## src/rtl/reg_wb_arbiter_pkg.sv

```systemverilog
// reg_wb_arbiter_pkg
//   Shared definitions for the register-file writeback arbiter: default
//   widths, FSM state encodings (3-bit), grant codes and the state->grant map.
//   No ports; imported by the arbiter top level.
package reg_wb_arbiter_pkg;

  localparam int WB_DATA_W = 8;
  localparam int WB_ADDR_W = 3;
  localparam int WB_NREGS  = 8;

  // BOTH_* states record which of the two held slots is older.
  typedef enum logic [2:0] {
    ST_EMPTY        = 3'd0,
    ST_ALU_ONLY     = 3'd1,
    ST_MEM_ONLY     = 3'd2,
    ST_BOTH_ALU_OLD = 3'd3,
    ST_BOTH_MEM_OLD = 3'd4
  } wb_state_e;

  typedef enum logic [1:0] {
    GNT_NONE = 2'd0,
    GNT_ALU  = 2'd1,
    GNT_MEM  = 2'd2
  } wb_grant_e;

  // The oldest valid slot always owns the write port.
  function automatic wb_grant_e state_grant(input wb_state_e s);
    case (s)
      ST_ALU_ONLY, ST_BOTH_ALU_OLD: state_grant = GNT_ALU;
      ST_MEM_ONLY, ST_BOTH_MEM_OLD: state_grant = GNT_MEM;
      default:                      state_grant = GNT_NONE;
    endcase
  endfunction

endpackage

```

## src/rtl/reg_wb_arbiter_if.sv

```systemverilog
// reg_wb_arbiter_if
//   Bundles the two writeback source handshakes (ALU and load path), the
//   reg_file write port and the per-register pending mask.
//   slave  : arbiter side (takes requests, drives ready/write port/pending)
//   master : source/reg_file side
interface reg_wb_arbiter_if #(
  parameter int DATA_W = 8,
  parameter int ADDR_W = 3,
  parameter int NREGS  = 8
) ();

  logic              alu_req;
  logic [ADDR_W-1:0] alu_reg;
  logic [DATA_W-1:0] alu_data;
  logic              alu_ready;

  logic              mem_req;
  logic [ADDR_W-1:0] mem_reg;
  logic [DATA_W-1:0] mem_data;
  logic              mem_ready;

  logic [ADDR_W-1:0] write_reg;
  logic [DATA_W-1:0] write_data;
  logic              write_enable;
  logic [NREGS-1:0]  pending;

  modport slave (
    input  alu_req, alu_reg, alu_data,
    output alu_ready,
    input  mem_req, mem_reg, mem_data,
    output mem_ready,
    output write_reg, write_data, write_enable, pending
  );

  modport master (
    output alu_req, alu_reg, alu_data,
    input  alu_ready,
    output mem_req, mem_reg, mem_data,
    input  mem_ready,
    input  write_reg, write_data, write_enable, pending
  );

endinterface

```

## src/rtl/reg_wb_arbiter_wb_hold_slot.sv

```systemverilog
// wb_hold_slot
//   One-entry holding register for a pending register-file write.
//   Ports: clk_i, rst_i (async, active-high), load_i (capture reg_i/data_i,
//   wins over clear), clear_i (drop the entry), valid_o/reg_o/data_o (held entry).
module wb_hold_slot #(
  parameter int DATA_W = 8,
  parameter int ADDR_W = 3
) (
  input  logic              clk_i,
  input  logic              rst_i,
  input  logic              load_i,
  input  logic              clear_i,
  input  logic [ADDR_W-1:0] reg_i,
  input  logic [DATA_W-1:0] data_i,
  output logic              valid_o,
  output logic [ADDR_W-1:0] reg_o,
  output logic [DATA_W-1:0] data_o
);

  logic              valid_q;
  logic [ADDR_W-1:0] reg_q;
  logic [DATA_W-1:0] data_q;

  // Load beats clear so a drained slot can refill on the same edge.
  always_ff @(posedge clk_i or posedge rst_i) begin
    if (rst_i) begin
      valid_q <= 1'b0;
      reg_q   <= '0;
      data_q  <= '0;
    end else if (load_i) begin
      valid_q <= 1'b1;
      reg_q   <= reg_i;
      data_q  <= data_i;
    end else if (clear_i) begin
      valid_q <= 1'b0;
    end
  end

  assign valid_o = valid_q;
  assign reg_o   = reg_q;
  assign data_o  = data_q;

endmodule

```

## src/rtl/reg_wb_arbiter.sv

```systemverilog
// reg_wb_arbiter
//   Shares the single reg_file write port between the ALU result path and the
//   load path. Each source has a one-entry hold slot; held writes drain
//   oldest-first, one per clock. Also exports a per-register pending mask.
//   Ports: clk_i, rst_i (async, active-high), wb (reg_wb_arbiter_if.slave):
//   alu_*/mem_* request handshakes, write_reg/write_data/write_enable to
//   reg_file, pending[NREGS].
//
//   state           | meaning
//   ST_EMPTY        | no slot holds a write
//   ST_ALU_ONLY     | only the ALU slot is valid, it is granted
//   ST_MEM_ONLY     | only the MEM slot is valid, it is granted
//   ST_BOTH_ALU_OLD | both valid, ALU entry older and granted
//   ST_BOTH_MEM_OLD | both valid, MEM entry older and granted
module reg_wb_arbiter
  import reg_wb_arbiter_pkg::*;
#(
  parameter int DATA_W = WB_DATA_W,
  parameter int ADDR_W = WB_ADDR_W,
  parameter int NREGS  = WB_NREGS
) (
  input logic              clk_i,
  input logic              rst_i,
  reg_wb_arbiter_if.slave  wb
);

  wb_state_e state_q, state_d;
  wb_grant_e grant;

  logic              alu_v, mem_v;
  logic [ADDR_W-1:0] alu_reg_q, mem_reg_q;
  logic [DATA_W-1:0] alu_data_q, mem_data_q;

  logic alu_drain, mem_drain;
  logic alu_take, mem_take;
  logic alu_keep, mem_keep;
  logic alu_v_d, mem_v_d;
  logic [ADDR_W-1:0] alu_reg_d, mem_reg_d;
  logic [NREGS-1:0]  pending_d, pending_q;

  assign grant     = state_grant(state_q);
  assign alu_drain = (grant == GNT_ALU);
  assign mem_drain = (grant == GNT_MEM);

  // A granted slot empties at this edge, so it can take a new entry too.
  assign wb.alu_ready = !alu_v || alu_drain;
  assign wb.mem_ready = !mem_v || mem_drain;

  assign alu_take = wb.alu_req && wb.alu_ready;
  assign mem_take = wb.mem_req && wb.mem_ready;
  assign alu_keep = alu_v && !alu_drain;
  assign mem_keep = mem_v && !mem_drain;

  wb_hold_slot #(.DATA_W(DATA_W), .ADDR_W(ADDR_W)) u_alu_slot (
    .clk_i   (clk_i),
    .rst_i   (rst_i),
    .load_i  (alu_take),
    .clear_i (alu_drain),
    .reg_i   (wb.alu_reg),
    .data_i  (wb.alu_data),
    .valid_o (alu_v),
    .reg_o   (alu_reg_q),
    .data_o  (alu_data_q)
  );

  wb_hold_slot #(.DATA_W(DATA_W), .ADDR_W(ADDR_W)) u_mem_slot (
    .clk_i   (clk_i),
    .rst_i   (rst_i),
    .load_i  (mem_take),
    .clear_i (mem_drain),
    .reg_i   (wb.mem_reg),
    .data_i  (wb.mem_data),
    .valid_o (mem_v),
    .reg_o   (mem_reg_q),
    .data_o  (mem_data_q)
  );

  always_ff @(posedge clk_i or posedge rst_i) begin
    if (rst_i) begin
      state_q   <= ST_EMPTY;
      pending_q <= '0;
    end else begin
      state_q   <= state_d;
      pending_q <= pending_d;
    end
  end

  // Age tracking: an entry that survives the edge is older than anything
  // captured on it; two fresh captures on one edge put the load first.
  // Both slots surviving is impossible because one is always granted.
  always_comb begin
    state_d = state_q;
    alu_v_d = alu_take || alu_keep;
    mem_v_d = mem_take || mem_keep;
    unique case ({alu_v_d, mem_v_d})
      2'b00: state_d = ST_EMPTY;
      2'b10: state_d = ST_ALU_ONLY;
      2'b01: state_d = ST_MEM_ONLY;
      2'b11: state_d = alu_keep ? ST_BOTH_ALU_OLD : ST_BOTH_MEM_OLD;
    endcase
  end

  always_comb begin
    wb.write_enable = 1'b0;
    wb.write_reg    = '0;
    wb.write_data   = '0;
    case (grant)
      GNT_ALU: begin
        wb.write_enable = 1'b1;
        wb.write_reg    = alu_reg_q;
        wb.write_data   = alu_data_q;
      end
      GNT_MEM: begin
        wb.write_enable = 1'b1;
        wb.write_reg    = mem_reg_q;
        wb.write_data   = mem_data_q;
      end
      default: ;
    endcase
  end

  // Pending is computed from the post-edge slot contents and registered
  // alongside them, so it always matches what the slots hold.
  always_comb begin
    alu_reg_d = alu_take ? wb.alu_reg : alu_reg_q;
    mem_reg_d = mem_take ? wb.mem_reg : mem_reg_q;
    pending_d = '0;
    for (int r = 0; r < NREGS; r++) begin
      pending_d[r] = (alu_v_d && (alu_reg_d == ADDR_W'(r))) ||
                     (mem_v_d && (mem_reg_d == ADDR_W'(r)));
    end
  end

  assign wb.pending = pending_q;

endmodule

```

## src/flat_wrapper.sv

```systemverilog
// flat-port wrapper written by rule: the top's interface ports become plain ports
module reg_wb_arbiter_flat import reg_wb_arbiter_pkg::*;
#(
  parameter int DATA_W = WB_DATA_W,
  parameter int ADDR_W = WB_ADDR_W,
  parameter int NREGS  = WB_NREGS
)
  (clk_i, rst_i, wb_alu_req, wb_alu_reg, wb_alu_data, wb_alu_ready, wb_mem_req, wb_mem_reg, wb_mem_data, wb_mem_ready, wb_write_reg, wb_write_data, wb_write_enable, wb_pending);
  reg_wb_arbiter_if #(.DATA_W(DATA_W), .ADDR_W(ADDR_W), .NREGS(NREGS)) wb_i ();
  input logic clk_i;
  input logic rst_i;
  input wire logic [$bits(wb_i.alu_req)-1:0] wb_alu_req;
  input wire logic [$bits(wb_i.alu_reg)-1:0] wb_alu_reg;
  input wire logic [$bits(wb_i.alu_data)-1:0] wb_alu_data;
  output wire logic [$bits(wb_i.alu_ready)-1:0] wb_alu_ready;
  input wire logic [$bits(wb_i.mem_req)-1:0] wb_mem_req;
  input wire logic [$bits(wb_i.mem_reg)-1:0] wb_mem_reg;
  input wire logic [$bits(wb_i.mem_data)-1:0] wb_mem_data;
  output wire logic [$bits(wb_i.mem_ready)-1:0] wb_mem_ready;
  output wire logic [$bits(wb_i.write_reg)-1:0] wb_write_reg;
  output wire logic [$bits(wb_i.write_data)-1:0] wb_write_data;
  output wire logic [$bits(wb_i.write_enable)-1:0] wb_write_enable;
  output wire logic [$bits(wb_i.pending)-1:0] wb_pending;
  assign wb_i.alu_req = wb_alu_req;
  assign wb_i.alu_reg = wb_alu_reg;
  assign wb_i.alu_data = wb_alu_data;
  assign wb_alu_ready = wb_i.alu_ready;
  assign wb_i.mem_req = wb_mem_req;
  assign wb_i.mem_reg = wb_mem_reg;
  assign wb_i.mem_data = wb_mem_data;
  assign wb_mem_ready = wb_i.mem_ready;
  assign wb_write_reg = wb_i.write_reg;
  assign wb_write_data = wb_i.write_data;
  assign wb_write_enable = wb_i.write_enable;
  assign wb_pending = wb_i.pending;
  reg_wb_arbiter #(.DATA_W(DATA_W), .ADDR_W(ADDR_W), .NREGS(NREGS)) u_core (.clk_i(clk_i), .rst_i(rst_i), .wb(wb_i));
endmodule
```

## config.mk

```make
export PLATFORM = sky130hd
export DESIGN_NAME = reg_wb_arbiter_flat
export DESIGN_NICKNAME = d
export VERILOG_FILES = /design/src/rtl/reg_wb_arbiter_pkg.sv /design/src/rtl/reg_wb_arbiter_if.sv /design/src/rtl/reg_wb_arbiter_wb_hold_slot.sv /design/src/rtl/reg_wb_arbiter.sv /design/src/flat_wrapper.sv
export SDC_FILE = /design/constraint.sdc
export NUM_CORES = 1
export LEC_CHECK = 0
export BUFFER_PORTS_ARGS = -buffer_cell sky130_fd_sc_hd__buf_4
export CORE_MARGIN = 2
export CORE_UTILIZATION = 56
export DETAILED_ROUTE_END_ITERATION = 16
export GPL_ROUTABILITY_DRIVEN = 0
export PLACE_DENSITY_LB_ADDON = 0.05
export SKIP_LAST_GASP = 1
export SLEW_MARGIN = 20
export SYNTH_ARGS = -nofsm -noshare
export SYNTH_HDL_FRONTEND = slang
export SYNTH_SLANG_ARGS = --single-unit
```

## constraint.sdc

```tcl
create_clock -name clk_i -period 3.8 [get_ports clk_i]
set_input_delay 0 -clock clk_i [delete_from_list [all_inputs] [get_ports clk_i]]
set_output_delay 0 -clock clk_i [all_outputs]
set_load 0.05 [all_outputs]
```

==> summary.txt <==
Timing
  – Slew @ Worst Pin: 0.786 ns
  – Slew headroom: 0.475
  – Clk_skew: 0.00565 ns
  – Fin crit share: 0.616
  – Fmax: 427 MHz
  – Final setup fails: 0
  – Final min period: 2.34 ns
  – Slew Viols, Final: 0
  – Final hold viol count: 0
  – Setup_tns: 0 ns
  – Unrepaired setup endpoints after global routing: false

Synth
  – Net Count, Synth: 190
  – Ranking of synthesized cells by area: dfrtp_1 49%, mux2_4 8.3%, mux2_2 6.3%
  – Share of the synthesized area in the top cell type: 0.486
  – Synth Cell Area: 1800 um2
  – EDFF count, synth: 0
  – Fraction of the yosys area taken by sequential cells: 0.486
  – Yosys reg bits: 35
  – Asr flop ratio synth: 1.00
  – Gate Count Post-Synth: 164
  – Library cells used by synthesis: 36
  – Cell taking the most area after synthesis: dfrtp_1
  – Synth warnings: 0
  – Avg Inst Size Synth: 11.0 um2
  – Dominant synthesized flop cell: dfrtp_1

GRT
  – M2 GR Usage: 0.484
  – Met1 Track Usage GR: 0.328
  – Vias in the first global route: 1594
  – Grt total ovfl: 0
  – Met3 usage: 0.0789
  – Antenna violations before repair: 0
  – GRT Total Usage: 0.284
  – Pin count of the biggest net entering global routing: 36
  – First-pass GRT wire length: 7350 um
  – Global route hottest layer: met2

Layout
  – Layout area overhead: 37.6%
  – Nets: 261
  – Commonest non-fill, non-tap cell in the layout: buf_4
  – Fin util: 0.812
  – Antenna diodes: 0
  – Fin area: 2480 um2
  – Share of cells above drive strength 1: 0.339
  – Most frequent cells in the layout: 48 x buf_4, 35 x dfrtp_1, 26 x dlygate4sd3_1

Job
  – Maxcap violations: 0

Detailed routing
  – Final ANT Viol Nets: 0
  – Vias/cell: 5.79
  – DRC: 0
  – Vias: 1620
  – Drt pass-1 iters: 5
  – Mean routed wirelength per cell: 16.2 um
  – Routed wire length: 4550 um
  – Initial drt markers: 74

Critical path
  – Worst reg2reg endpoint: u_core.wb.pending[6]
  – Crit path capture type: output pin
  – Max Fanout on Critical Path: 15
  – CP Data Required Time: 3.80 ns
  – Crit Reg-Reg Startpoint: u_core.state_q[2]
  – R2r setup slk: 1.69 ns
  – CP Data Arrival Time: 2.34 ns
  – CP cell instances: nor2b_1, a22oi_1, o21ai_0, buf_4
  – Crit-path slowest cell: nor2b_1
  – FF-to-FF path depth: 5
  – Crit path max-delay family: simple AND/OR/NAND/NOR gates
  – Critical Path Source Type: flip-flop
  – CP max stage delay: 0.70 ns
  – Worst Path Buf+Inv: 1
  – Kind of critical path: flip-flop to output pin

Die
  – Die area: 3690 um2
  – Row cnt: 20
  – I/O pin cnt: 48
  – Die Y: 60.7 um
  – Die width: 60.7 um
  – Core area: 3050 um2
  – Starting density of the core: 0.590

Place
  – Post-DP Area: 2170 um2
  – Detailed placement HPWL: 2910 um
  – Port bufs: 47

Power
  – Max VDD drop: 0.000641 V
  – P per Cell Area: 994 nW/um2
  – Pwr Total: 2.47 mW
  – Static leakage: 1.11 nW

Outcome
  – Status: finished, final reports clean

Clocking
  – CTS Buffer Depth: 2
  – CTS resizes: 0
  – Total CTS buffers: 5
  – CTS Sinks: 35
  – Clock Latency Late Sink: 0.35 ns
  – Setup Fix Bufs, Post-CTS: 0
  – TritonCTS clock tree: built
  – CTS clk-pin slew, worst paths: 0.10 ns
  – Root Buffer: clkbuf_4
  – # H-tree levels: 2

Min path
  – Min-Delay Path Class: input pin to asynchronous set/reset pin
## state kept, by name (all words and copies together), names as in the netlist
signal                     flops
u_core.state_q                 3
u_core.u_alu_slot.data_o       8
u_core.u_alu_slot.reg_o        3
u_core.u_alu_slot.valid_o      1
u_core.u_mem_slot.data_o       8
u_core.u_mem_slot.reg_o        3
u_core.u_mem_slot.valid_o      1
u_core.wb.pending              8
## cell type report
type / instances / area (um2)
sequential: 35 / 876
multi-input combinational: 110 / 842
timing repair buffer: 74 / 621
fill: 195 / 573
tap: 44 / 55.1
clock buffer: 7 / 45.0
inverter: 9 / 36.3
clock inverter: 1 / 5.00
## layer usage
metal	part of all wire	vias to the layer above
met5	0	-
met4	0.025	0
met3	0.072	13
met2	0.53	73
met1	0.37	793
li1	-	741
## metrics by stage
step / instances / hold WS (ns) / worst slack, ns
finish: 280 / 0.294 / 1.46
global route: 280 / 0.344 / 1.32
CTS: 280 / 0.304 / 1.58
detailed placement: 246 / 0.128 / 1.69
global placement: 246 / 0.118 / 1.77
floorplan: 164 / 0.0867 / 1.79
## synthesized netlist by cell type, types with 2 or more instances
cell	n
nor2_1	6
a31oi_1	4
mux2_2	10
xnor2_1	2
mux2_4	10
nor2b_1	3
dfrtp_1	35
nand4b_1	5
buf_2	2
a22oi_1	10
a21oi_1	3
inv_1	6
nand2_1	14
o21ai_0	11
o211ai_1	7
and2_1	3
nand3b_1	2
or4b_1	2
clkbuf_1	6
nand3_1	5
nand4_1	3
## power breakdown
group	internal (mW)	total (mW)	switching (mW)	leakage [nW]
Combinational	0.577	1.53	0.957	0.661
Sequential	0.546	0.738	0.192	0.420
Clock	0.0719	0.194	0.122	0.0293
Total	1.19	2.47	1.27	1.11
## worst register-to-register path, delay by kind of cell, from the launching register on
family / cells / cell delay [ns]
AO/OA/AOI/OAI: 2 / 0.69
AND/OR/NAND/NOR: 1 / 0.26
multiplexers: 1 / 0.39
flip-flops: 1 / 0.59
buffers and inverters: 1 / 0.09
## timing repair
item,4_1_cts,5_1_grt
endpoints found under the hold margin,64,0
hold buffers,26,0
endpoints found under the setup margin,0,0
## how the worst max path moves through the flow
stage	from	end	slack, ns	depth (start not counted)
after floorplan	u_core.state_q[0]	wb_write_reg[1]	1.79	4
after detailed placement	u_core.state_q[2]	u_core.wb.pending[4]	1.69	5
after CTS	u_core.state_q[0]	wb_write_reg[2]	1.58	4
final	u_core.state_q[0]	wb_write_data[1]	1.46	4
after global placement	u_core.state_q[2]	u_core.wb.pending[2]	1.77	5
after global routing	u_core.state_q[0]	wb_write_data[1]	1.32	4
## cells by family after synthesis
| logic type | share of synthesized area |
|---|---|
| flops | 0.486 |
| compound gates | 0.154 |
| simple gates | 0.139 |
| mux | 0.165 |
| buf+inv | 0.0465 |
| xor+xnor | 0.00972 |
(Power assumes the default switching activity.)
